===== src/rtl/pipeline_pkg.sv =====
// Shared types and constants for the five-stage pipeline control path.
package pipeline_pkg;

    typedef enum logic [1:0] {
        IDLE     = 2'd0,
        RUN      = 2'd1,
        MEM_WAIT = 2'd2,
        HALT     = 2'd3
    } seq_state_t;

    localparam int DEFAULT_REG_ADDR_W = 4;
    localparam int STALL_CNT_W        = 16;

endpackage


===== src/rtl/hazard_detector.sv =====
// Load-use comparator: flags a decode-stage read of a register that the
// load currently in execute has not yet produced.
module hazard_detector
    import pipeline_pkg::*;
#(
    parameter int REG_ADDR_W = DEFAULT_REG_ADDR_W
) (
    input  logic [REG_ADDR_W-1:0] id_rs1,
    input  logic [REG_ADDR_W-1:0] id_rs2,
    input  logic [REG_ADDR_W-1:0] ex_rd,
    input  logic                  ex_mem_read,
    output logic                  hazard
);

    // Register 0 is hardwired, so a load targeting it never blocks a reader.
    assign hazard = ex_mem_read && (ex_rd != '0) &&
                    ((ex_rd == id_rs1) || (ex_rd == id_rs2));

endmodule


===== src/rtl/pipeline_sequencer.sv =====
// Central pipeline controller: buffer load/flush decode, memory-wait freeze,
// stall counting and halt latching.
module pipeline_sequencer
    import pipeline_pkg::*;
#(
    parameter int REG_ADDR_W  = DEFAULT_REG_ADDR_W,
    parameter int MEM_TIMEOUT = 15
) (
    input  logic                   clk,
    input  logic                   reset,
    input  logic                   start,
    input  logic [REG_ADDR_W-1:0]  id_rs1,
    input  logic [REG_ADDR_W-1:0]  id_rs2,
    input  logic [REG_ADDR_W-1:0]  ex_rd,
    input  logic                   ex_mem_read,
    input  logic                   pc_src,
    input  logic                   mem_req,
    input  logic                   mem_ready,
    input  logic                   wb_halt,
    output logic                   pc_enable,
    output logic                   load_fetch,
    output logic                   load_decode,
    output logic                   load_execute,
    output logic                   load_memory,
    output logic                   load_writeback,
    output logic                   flush_decode,
    output logic                   flush_execute,
    output logic                   halted,
    output logic                   mem_error,
    output logic [STALL_CNT_W-1:0] stall_count,
    output seq_state_t             state_dbg
);

    localparam int WAIT_W = $clog2(MEM_TIMEOUT + 1);

    seq_state_t             state_q, state_d;
    logic [WAIT_W-1:0]      wait_cnt_q, wait_cnt_d;
    logic [STALL_CNT_W-1:0] stall_cnt_q, stall_cnt_d;
    logic                   mem_error_q, mem_error_d;
    logic                   hazard;

    hazard_detector #(
        .REG_ADDR_W(REG_ADDR_W)
    ) u_hazard (
        .id_rs1      (id_rs1),
        .id_rs2      (id_rs2),
        .ex_rd       (ex_rd),
        .ex_mem_read (ex_mem_read),
        .hazard      (hazard)
    );

    always_comb begin
        state_d        = state_q;
        wait_cnt_d     = wait_cnt_q;
        mem_error_d    = mem_error_q;
        pc_enable      = 1'b0;
        load_fetch     = 1'b0;
        load_decode    = 1'b0;
        load_execute   = 1'b0;
        load_memory    = 1'b0;
        load_writeback = 1'b0;
        flush_decode   = 1'b0;
        flush_execute  = 1'b0;

        case (state_q)
            IDLE: begin
                if (start) state_d = RUN;
            end
            RUN: begin
                if (wb_halt) begin
                    state_d = HALT;
                end else if (mem_req && !mem_ready) begin
                    state_d    = MEM_WAIT;
                    wait_cnt_d = WAIT_W'(1);
                end else begin
                    pc_enable      = 1'b1;
                    load_fetch     = 1'b1;
                    load_decode    = 1'b1;
                    load_execute   = 1'b1;
                    load_memory    = 1'b1;
                    load_writeback = 1'b1;
                    // A taken branch squashes the younger stages, so any
                    // load-use hazard it would have caused disappears too.
                    if (pc_src) begin
                        flush_decode  = 1'b1;
                        flush_execute = 1'b1;
                    end else if (hazard) begin
                        pc_enable     = 1'b0;
                        load_fetch    = 1'b0;
                        load_decode   = 1'b0;
                        flush_execute = 1'b1;
                    end
                end
            end
            MEM_WAIT: begin
                if (mem_ready) begin
                    pc_enable      = 1'b1;
                    load_fetch     = 1'b1;
                    load_decode    = 1'b1;
                    load_execute   = 1'b1;
                    load_memory    = 1'b1;
                    load_writeback = 1'b1;
                    state_d        = RUN;
                end else if (wait_cnt_q == WAIT_W'(MEM_TIMEOUT)) begin
                    mem_error_d = 1'b1;
                    state_d     = HALT;
                end else begin
                    wait_cnt_d = wait_cnt_q + 1'b1;
                end
            end
            HALT: begin
                state_d = HALT;
            end
            default: begin
                state_d = IDLE;
            end
        endcase
    end

    // Every frozen or bubbled cycle while executing is a stall; saturates.
    always_comb begin
        stall_cnt_d = stall_cnt_q;
        if (((state_q == RUN) || (state_q == MEM_WAIT)) && !pc_enable &&
            (stall_cnt_q != '1)) begin
            stall_cnt_d = stall_cnt_q + 1'b1;
        end
    end

    always_ff @(posedge clk or posedge reset) begin
        if (reset) begin
            state_q     <= IDLE;
            wait_cnt_q  <= '0;
            stall_cnt_q <= '0;
            mem_error_q <= 1'b0;
        end else begin
            state_q     <= state_d;
            wait_cnt_q  <= wait_cnt_d;
            stall_cnt_q <= stall_cnt_d;
            mem_error_q <= mem_error_d;
        end
    end

    assign halted      = (state_q == HALT);
    assign mem_error   = mem_error_q;
    assign stall_count = stall_cnt_q;
    assign state_dbg   = state_q;

endmodule


===== config.mk =====
export PLATFORM = sky130hd
export DESIGN_NAME = pipeline_sequencer
export DESIGN_NICKNAME = d
export VERILOG_FILES = /design/src/rtl/pipeline_pkg.sv /design/src/rtl/hazard_detector.sv /design/src/rtl/pipeline_sequencer.sv
export SDC_FILE = /design/constraint.sdc
export NUM_CORES = 1
export LEC_CHECK = 0
export BUFFER_PORTS_ARGS = -buffer_cell sky130_fd_sc_hd__buf_2
export CAP_MARGIN = 25
export CORE_MARGIN = 1.5
export CORE_UTILIZATION = 40
export CTS_BUF_LIST = sky130_fd_sc_hd__clkbuf_8
export DETAILED_ROUTE_END_ITERATION = 6
export PLACE_DENSITY = 0.8
export SLEW_MARGIN = 20
export SYNTH_ARGS = -nofsm -noshare
export SYNTH_HDL_FRONTEND = slang
export SYNTH_SLANG_ARGS = --single-unit

===== constraint.sdc =====
create_clock -name clk -period 1.75 [get_ports clk]
set_input_delay 0.175 -clock clk [delete_from_list [all_inputs] [get_ports clk]]
set_output_delay 0.175 -clock clk [all_outputs]
set_load 0.03 [all_outputs]

Word level (Yosys, flattened, before mapping)
Cells that the tools add are included.

Add/subtract/negate cells: 2. Equality and inequality tests: 14. Muxes and demuxes: 29. Bitwise operators: 1. Reductions and logical operators: 15.

Operators with widths (count): adder 16 x 1 -> 16 bit (second input constant) (1); 2-to-1 mux 1 bit (16); 2-to-1 mux 4 bit (4); != test 16 bit (second input constant) (1); 2-to-1 mux 2 bit (5); != test 2 bit (second input constant) (5); == test 4 bit (2); one-hot mux 2 bit (4 select lines) (1); one-hot mux 4 bit (2 select lines) (1); != test 3 bit (second input constant) (2); AND reduction 3 bit (2); logical AND 1 bit (5); AND reduction 5 bit (1); adder 4 x 1 -> 4 bit (second input constant) (1); == test 2 bit (second input constant) (2); == test 4 bit (second input constant) (1); one-hot mux 1 bit (2 select lines) (2); nonzero test 4 bit (1); == test 2 x 1 -> 1 bit (second input constant) (1); zero test 1 bit (2); zero test 2 bit (1); logical OR 1 bit (2); nonzero test 2 bit (1); inverter 1 bit (1).

Register bits after elaboration: 23. Input bits: 20.

Depth between registers and ports, before layout
Gate-level depths: netlist (run 1).

Depth in word-level cells: 11. Depth in mapped cells: 8. Depth with buffers taken out: 8.

Cells and area by module
From an unflattened synthesis (run 1), not the netlist that was laid out.

Cell total of the unflattened synthesis: 138. Area, all modules: 1400.1 um^2.

By module, submodules not included: pipeline_sequencer (instances 1, cells each 126, area an instance 1303.8 um^2); hazard_detector (instances 1, cells each 12, area an instance 96.3 um^2).

Worst setup path before layout (run 1)
Ideal clock, no wire load.

Kind: register to output. Start point: register state_q[0], in the netlist state_dbg[0]. End point: output port load_fetch. Arrival time: 2069 ps. Required time: 1575 ps. Setup slack: -494 ps. Cell stages (with the launch flop): 7. Cell sequence: dfrtp_1 inv_1 ha_1 and2_1 o21a_1 o21a_1 buf_4.

Word-level cells in the longest chain between the ends: 2. Elaborated cells between the ends (all ways): 3. Those cells by class: 2 x eq/ne; 1 x mux.

Ends and longest elaborated chain: start: declaration (RTL line pipeline_sequencer.sv:36) `seq_state_t state_q, state_d;`; start signal: assignment (RTL line pipeline_sequencer.sv:136) `state_q <= state_d;`; == test 2 bit or == test 2 x 1 -> 1 bit (tied branches); one-hot mux 1 bit (2 select lines) *; end: declaration (RTL line pipeline_sequencer.sv:21) `output logic load_fetch,`.

Mark *: on every way between the ends. The rest lies on a longest branch, timed or not.

Worst setup path after layout (run 1)
Start point: register state_q[0], in the netlist state_dbg[0]. End point: output port load_fetch.

Word-level cells in the longest chain between the ends: 2. Elaborated cells between the ends (all ways): 3. Those cells by class: 2 x eq/ne; 1 x mux.

Ends and longest elaborated chain: == test 2 bit or == test 2 x 1 -> 1 bit (tied branches) (RTL line pipeline_sequencer.sv:65) `case (state_q)`; one-hot mux 1 bit (2 select lines) * (RTL line pipeline_sequencer.sv:65).

Marked as above.

==> results of run 1 <==
==> what timing repair did <==
item	4_1_cts	5_1_grt
setup buffers	5	0
gates resized for setup	13	5
hold buffers	1	0
endpoints found under the setup margin	11	26
gates cloned	0	0
pin swaps	4	2
endpoints found under the hold margin	23	0
==> critical path: stages, from the launching register on <==
cell and delay, ps:
dfrtp_2 440, ha_4 160, and3b_2 200, buf_6 120
o21a_4 200, o21a_4 130, buf_6 140
==> worst min-delay path by stage <==
stage | cells past startpoint | from | endpoint | slack, ps
after detailed placement | 3 | reset | stall_count[2] | 230
after global placement | 3 | reset | stall_count[2] | 220
after global routing | 3 | wb_halt | state_dbg[0] | 300
after floorplan | 1 | reset | mem_error | 180
after CTS | 3 | wb_halt | state_dbg[0] | 300
final | 3 | wb_halt | state_dbg[0] | 290
==> layout by cell type, fill, tap and decap left out, types with 3 or more instances in the layout <==
cell,count
xnor2_1,13
nor2_1,6
dfrtp_2,8
nand3_2,4
and3_1,6
inv_1,8
ha_4,4
dfrtp_1,15
xor2_1,8
nand3_1,4
a21oi_1,4
o21ai_0,5
nand4_1,5
nand2_1,11
buf_6,6
clkbuf_8,3
buf_2,43
buf_4,26
==> flip-flops by register name, summed over array words and instances, names as in the netlist <==
name	cells
wait_cnt_q	4
mem_error	1
state_dbg	2
stall_count	16
==> kinds of logic (layout without fill, tap and decap cells) <==
family	Yosys count	after routing	share of synthesized area, %
AND/OR/NAND/NOR	51	51	20.9
flip-flops	23	23	41.4
XOR/XNOR	23	23	14.5
adder cells (fa/ha/maj)	6	6	5.40
buffers and inverters	14	90	5.40
AO/OA/AOI/OAI	22	22	11.7
multiplexers	1	1	0.809
==> through the flow <==
stage / utilization, % / worst slack [ps] / hold WS, ps
2_1_floorplan: - / -77.9 / 176
6_report: 63.4 / -63.5 / 289
3_5_place_dp: 58.4 / -118 / 226
4_1_cts: 62.6 / -69.7 / 302
3_3_place_gp: 58.4 / -74.1 / 224
5_1_grt: 63.4 / -120 / 302
==> area by class of cell <==
cell class              instances  area (um^2)
flip-flops and latches         23          586
multi-input cells             103          886
clock buffers                   3         41.3
well taps                      46         57.6
clock inverters                 1         3.75
inverters                       9         33.8
repair buffers                 77          508
fillers                       287         1220
==> per-layer routing <==
layer | vias up | share of wire [%] | wire length (um)
met3 | 2 | 4.3 | 136
met2 | 38 | 49 | 1550
met1 | 586 | 47 | 1480
met5 | - | 0 | 0
li1 | 637 | - | -
met4 | 0 | 0.25 | 8
==> power groups by stage <==
stage | sequential [mW] | clock [mW] | combinational [mW]
final | 0.761 | 0.310 | 2.05
after global routing | 0.775 | 0.344 | 2.22
after CTS | 0.759 | 0.320 | 2.01
after detailed placement | 0.776 | 0 | 1.80
after global placement | 0.765 | 0 | 1.76
after floorplan | 0.996 | 0 | 1.03
==> flow_metrics.py, run 1 <==
metrics = {
    "pwr": {
        "leakagePower_nw": 1.04,
        "p_per_area_nw_per_um2": 1480,
        "pwr-share-seq_pct": 24.3,
        "netSwitchingFraction_pct": 43.6,
        "peakVddDrop_v": 0.000999,
        "comb_power_share_pct": 65.7,
        "p_int_mw": 1.76,
        "switchingPower_mw": 1.36,
        "clockPowerShare_pct": 9.9,
        "totalPowerFinal_mw": 3.13,
    },
    "yosys": {
        "yosysTopAreaCellShare_pct": 41.4,
        "synth_seq_cells": 23,
        "synth_ff_type": "dfrtp_1",
        "synth_cell_types": 33,
        "async_flop_share_pct": 100,
        "synth_edf_count": 0,
        "syn_avg_cell_area_um2": 9.94,
        "ys.warnings.count": 0,
        "synth_common_cells": "23 x dfrtp_1, 14 x xnor2_1, 13 x nand2_1, 9 x inv_1, 9 x xor2_1",
        "synth_area_leaders": "dfrtp_1 41%, xnor2_1 8.8%, xor2_1 5.7%, ha_1 5.4%, nand2_1 3.5%",
        "seq_area_frac_synth_pct": 41.4,
        "yosysMostFrequentCell": "dfrtp_1",
        "synthCells": 140,
        "yosysTopAreaCell": "dfrtp_1",
        "syn-cell-area_um2": 1390,
        "synth_nets": 166,
    },
    "final_layout": {
        "drive_gt1_share_pct": 52.8,
        "fin_nets": 243,
        "syn2layout_area_growth_pct": 52.1,
        "final_cells": 262,
        "antennaDiodeCount": 0,
        "fin_area_um2": 2120,
    },
    "critical_path": {
        "path_class": "reg2out",
        "worstSetupStartpoint": "state_dbg[0]",
        "rrSetupSlack_ps": -50,
        "cp_data_required_time_ps": 1570,
        "cp-start-kind": "flip-flop",
        "endpoint": "load_fetch",
        "reg2reg_to": "stall_count[1]",
        "arrival_ps": 1640,
        "endpoint_kind": "output pin",
        "worstPathMaxFanout": 4,
        "reg2regPathDepth": 6,
        "rr_startpoint": "state_dbg[0]",
    },
    "placed_design": {
        "dp.cells": 252,
        "hpwl_um": 2400,
        "gp_congestion": 0.777,
        "placed_cell_area_um2": 1950,
        "numPortBuffers": 47,
    },
    "grt": {
        "grt_pass1_vias": 1180,
        "globalRouteTotalUtil_pct": 17.1,
        "grt_pass1_wl_um": 4900,
        "antenna_found_initial": 0,
        "gr-usage-met1_pct": 21.7,
        "grt_start_max_net_pins": 24,
        "grt_use_met3_pct": 1.86,
        "grt_busiest_layer": "met2",
        "overflow": 0,
        "met2_usage_pct": 31.1,
    },
    "sta": {
        "fmax_ghz": 0.551,
        "slew_headroom_pct": 75.8,
        "period_needed_ps": 1810,
        "finalHoldViolCount": 0,
        "skew_ps": 4.58,
        "tightest_slew_ps": 358,
        "finalSetupViolCount": 8,
        "fin_tns_setup_ps": -290,
        "rsz0062_at_grt": "true",
        "period_share_pct": 104,
        "setup_slack_ps": -63.5,
        "slew_violations": 0,
    },
    "route": {
        "vias": 1263,
        "via_per_inst": 4.82,
        "drc": 0,
        "drt_iter0_markers": 46,
        "ant_nets": 0,
        "wl_um": 3180,
        "wire_per_inst_um": 12.1,
        "dr.pass1.iters": 4,
    },
    "floorplanning": {
        "num_io_pins": 48,
        "row_count": 21,
        "dieArea_um2": 3840,
        "die_h_um": 62.0,
        "core_um2": 3340,
        "start_util_pct": 41.7,
        "die_x_um": 62.0,
    },
    "clocking": {
        "tritoncts": "done",
        "cts.sinks": 23,
        "cts_buffers": 3,
        "cts_buffer_depth": 2,
        "clock_latency_ps": 260,
        "clock-root-buffer": "clkbuf_8",
        "htreeDepth": 1,
        "clk_pin_slew_ps": 70,
    },
    "run_status": {
        "status": "finished with violations",
        "violations": "negative setup slack",
    },
    "job": {
        "cap_violations": 0,
    },
    "min_path": {
        "hold_class": "in2reg",
    },
}
No activity file was read; power rests on OpenSTA's default activity.
==> inputs of run 2 (changes only) <==
--- a/config.mk
+++ b/config.mk
@@ -11,7 +11,8 @@
 export CORE_UTILIZATION = 40
 export CTS_BUF_LIST = sky130_fd_sc_hd__clkbuf_8
 export DETAILED_ROUTE_END_ITERATION = 6
-export PLACE_DENSITY = 0.8
+export PLACE_DENSITY = 0.77
+export SKIP_CTS_REPAIR_TIMING = 1
 export SLEW_MARGIN = 20
 export SYNTH_ARGS = -nofsm -noshare
 export SYNTH_HDL_FRONTEND = slang
==> constraint.sdc (replaced) <==
create_clock -name clk -period 2.3 [get_ports clk]
set_input_delay 0.23 -clock clk [delete_from_list [all_inputs] [get_ports clk]]
set_output_delay 0.23 -clock clk [all_outputs]
set_load 0.03 [all_outputs]
==> run 2 against run 1 <==
  * The run now ends clean
  * Global-route usage decreased by 1.8 points
  * Routed wire length decreased by 14%
  * Via count decreased by 7.4%
  * Worst setup slack improved by 250 ps
  * Total power decreased by 42%
  * Critical endpoint is now load_decode
  * Largest cell class unchanged
  * Critical path type unchanged
==> flow_metrics.py, run 2 (same netlist as run 1, synthesis figures left out) <==
metrics = {
    "run_status": {
        "status": "complete, no violations",
    },
    "final_layout": {
        "syn2layout_area_growth_pct": 22.2,
        "final_cells": 233,
        "fin_nets": 214,
        "fillers": 331,
        "seq_area_um2": 576,
        "fin_area_um2": 1700,
        "antennaDiodeCount": 0,
        "final_common_cell": "buf_2",
        "largest_reg_flops": 16,
        "multi_input_area_um2": 746,
        "mostFrequentLayoutCells": "47 x buf_2, 23 x dfrtp_1, 14 x xnor2_1, 13 x nand2_1, 10 x inv_1",
        "drive_gt1_share_pct": 31.0,
    },
    "route": {
        "drt_iter0_markers": 46,
        "drc": 0,
        "vias": 1169,
        "dr.pass1.iters": 3,
        "via_per_inst": 5.02,
        "wl_um": 2750,
        "wire_per_inst_um": 11.8,
        "ant_nets": 0,
    },
    "pwr": {
        "totalPowerFinal_mw": 1.81,
        "leakagePower_nw": 0.860,
        "peakVddDrop_v": 0.000755,
        "p_per_area_nw_per_um2": 1070,
    },
    "critical_path": {
        "reg2reg_to": "stall_count[1]",
        "reg2regPathDepth": 7,
        "arrival_ps": 1880,
        "cp-start-kind": "flip-flop",
        "endpoint": "load_decode",
        "cp_data_required_time_ps": 2070,
        "path_class": "reg2out",
        "worstPathMaxFanout": 6,
        "worstSetupStartpoint": "state_dbg[1]",
        "rr_startpoint": "stall_count[0]",
        "rrSetupSlack_ps": 310,
        "endpoint_kind": "output pin",
    },
    "clocking": {
        "htreeDepth": 1,
        "cts_buffers": 3,
        "clk_pin_slew_ps": 70,
        "clock-root-buffer": "clkbuf_8",
        "clock_latency_ps": 260,
        "cts.sinks": 23,
        "tritoncts": "done",
        "cts_buffer_depth": 2,
    },
    "sta": {
        "period_needed_ps": 2110,
        "finalHoldViolCount": 0,
        "slew_headroom_pct": 45.6,
        "rsz0062_at_grt": "false",
        "fin_tns_setup_ps": 0,
        "fmax_ghz": 0.473,
        "skew_ps": 0.487,
        "slew_violations": 0,
        "finalSetupViolCount": 0,
        "tightest_slew_ps": 815,
        "period_share_pct": 91.9,
    },
    "job": {
        "cap_violations": 0,
    },
    "min_path": {
        "hold_class": "in2async",
    },
    "floorplanning": {
        "start_util_pct": 41.7,
        "dieArea_um2": 3840,
        "row_count": 21,
        "core_um2": 3340,
        "die_x_um": 62.0,
        "die_h_um": 62.0,
        "num_io_pins": 48,
    },
    "grt": {
        "antenna_found_initial": 0,
        "globalRouteTotalUtil_pct": 15.2,
        "grt_start_max_net_pins": 24,
        "overflow": 0,
        "grt_pass1_wl_um": 4330,
        "grt_pass1_vias": 1062,
    },
    "placed_design": {
        "numPortBuffers": 47,
        "placed_cell_area_um2": 1650,
        "gp_congestion": 0.802,
        "dp.cells": 229,
        "hpwl_um": 2110,
    },
}
run 2: stage by stage:
step	utilization [%]	worst slack (ps)	hold WS, ps
3_5_place_dp	49.5	360	434
4_1_cts	50.8	118	146
3_3_place_gp	49.5	371	439
2_1_floorplan	-	1.04	232
6_report	51.0	186	119
5_1_grt	51.0	5.40	212
run 2: where the power goes:
group	switching [mW]	total (mW)	internal, mW	leakage [nW]
Combinational	0.641	0.975	0.335	0.533
Sequential	0.105	0.601	0.496	0.301
Clock	0.118	0.237	0.119	0.0269
run 2: cell type report:
class,count,area share [%]
Multi-Input combinational cell,103,43.9
Sequential cell,23,33.8
Timing Repair Buffer,48,14.3
Tap cell,46,3.38
Clock buffer,3,2.43
Inverter,9,1.99
Clock inverter,1,0.221
run 2: how the worst min path moves through the flow:
stage	to	depth (start not counted)	slack [ps]	start
2_1_floorplan	mem_error	1	230	reset
4_1_cts	mem_error	2	150	reset
3_5_place_dp	mem_error	2	430	reset
5_1_grt	stall_count[8]	2	210	reset
3_3_place_gp	stall_count[10]	2	440	reset
6_report	stall_count[11]	2	120	reset
run 2: critical path, stage by stage, from the launching register on:
cell,delay (ps)
dfrtp_1,440
inv_1,110
ha_1,220
and3b_2,270
o21a_1,180
o21a_1,190
buf_2,210
run 2: metal layers:
layer  routed length (um)  GRT usage (%)
met1                 1300           18.5
met2                 1230           26.2
met3                  178           2.48
met4                   40           7.29
met5                    0              0
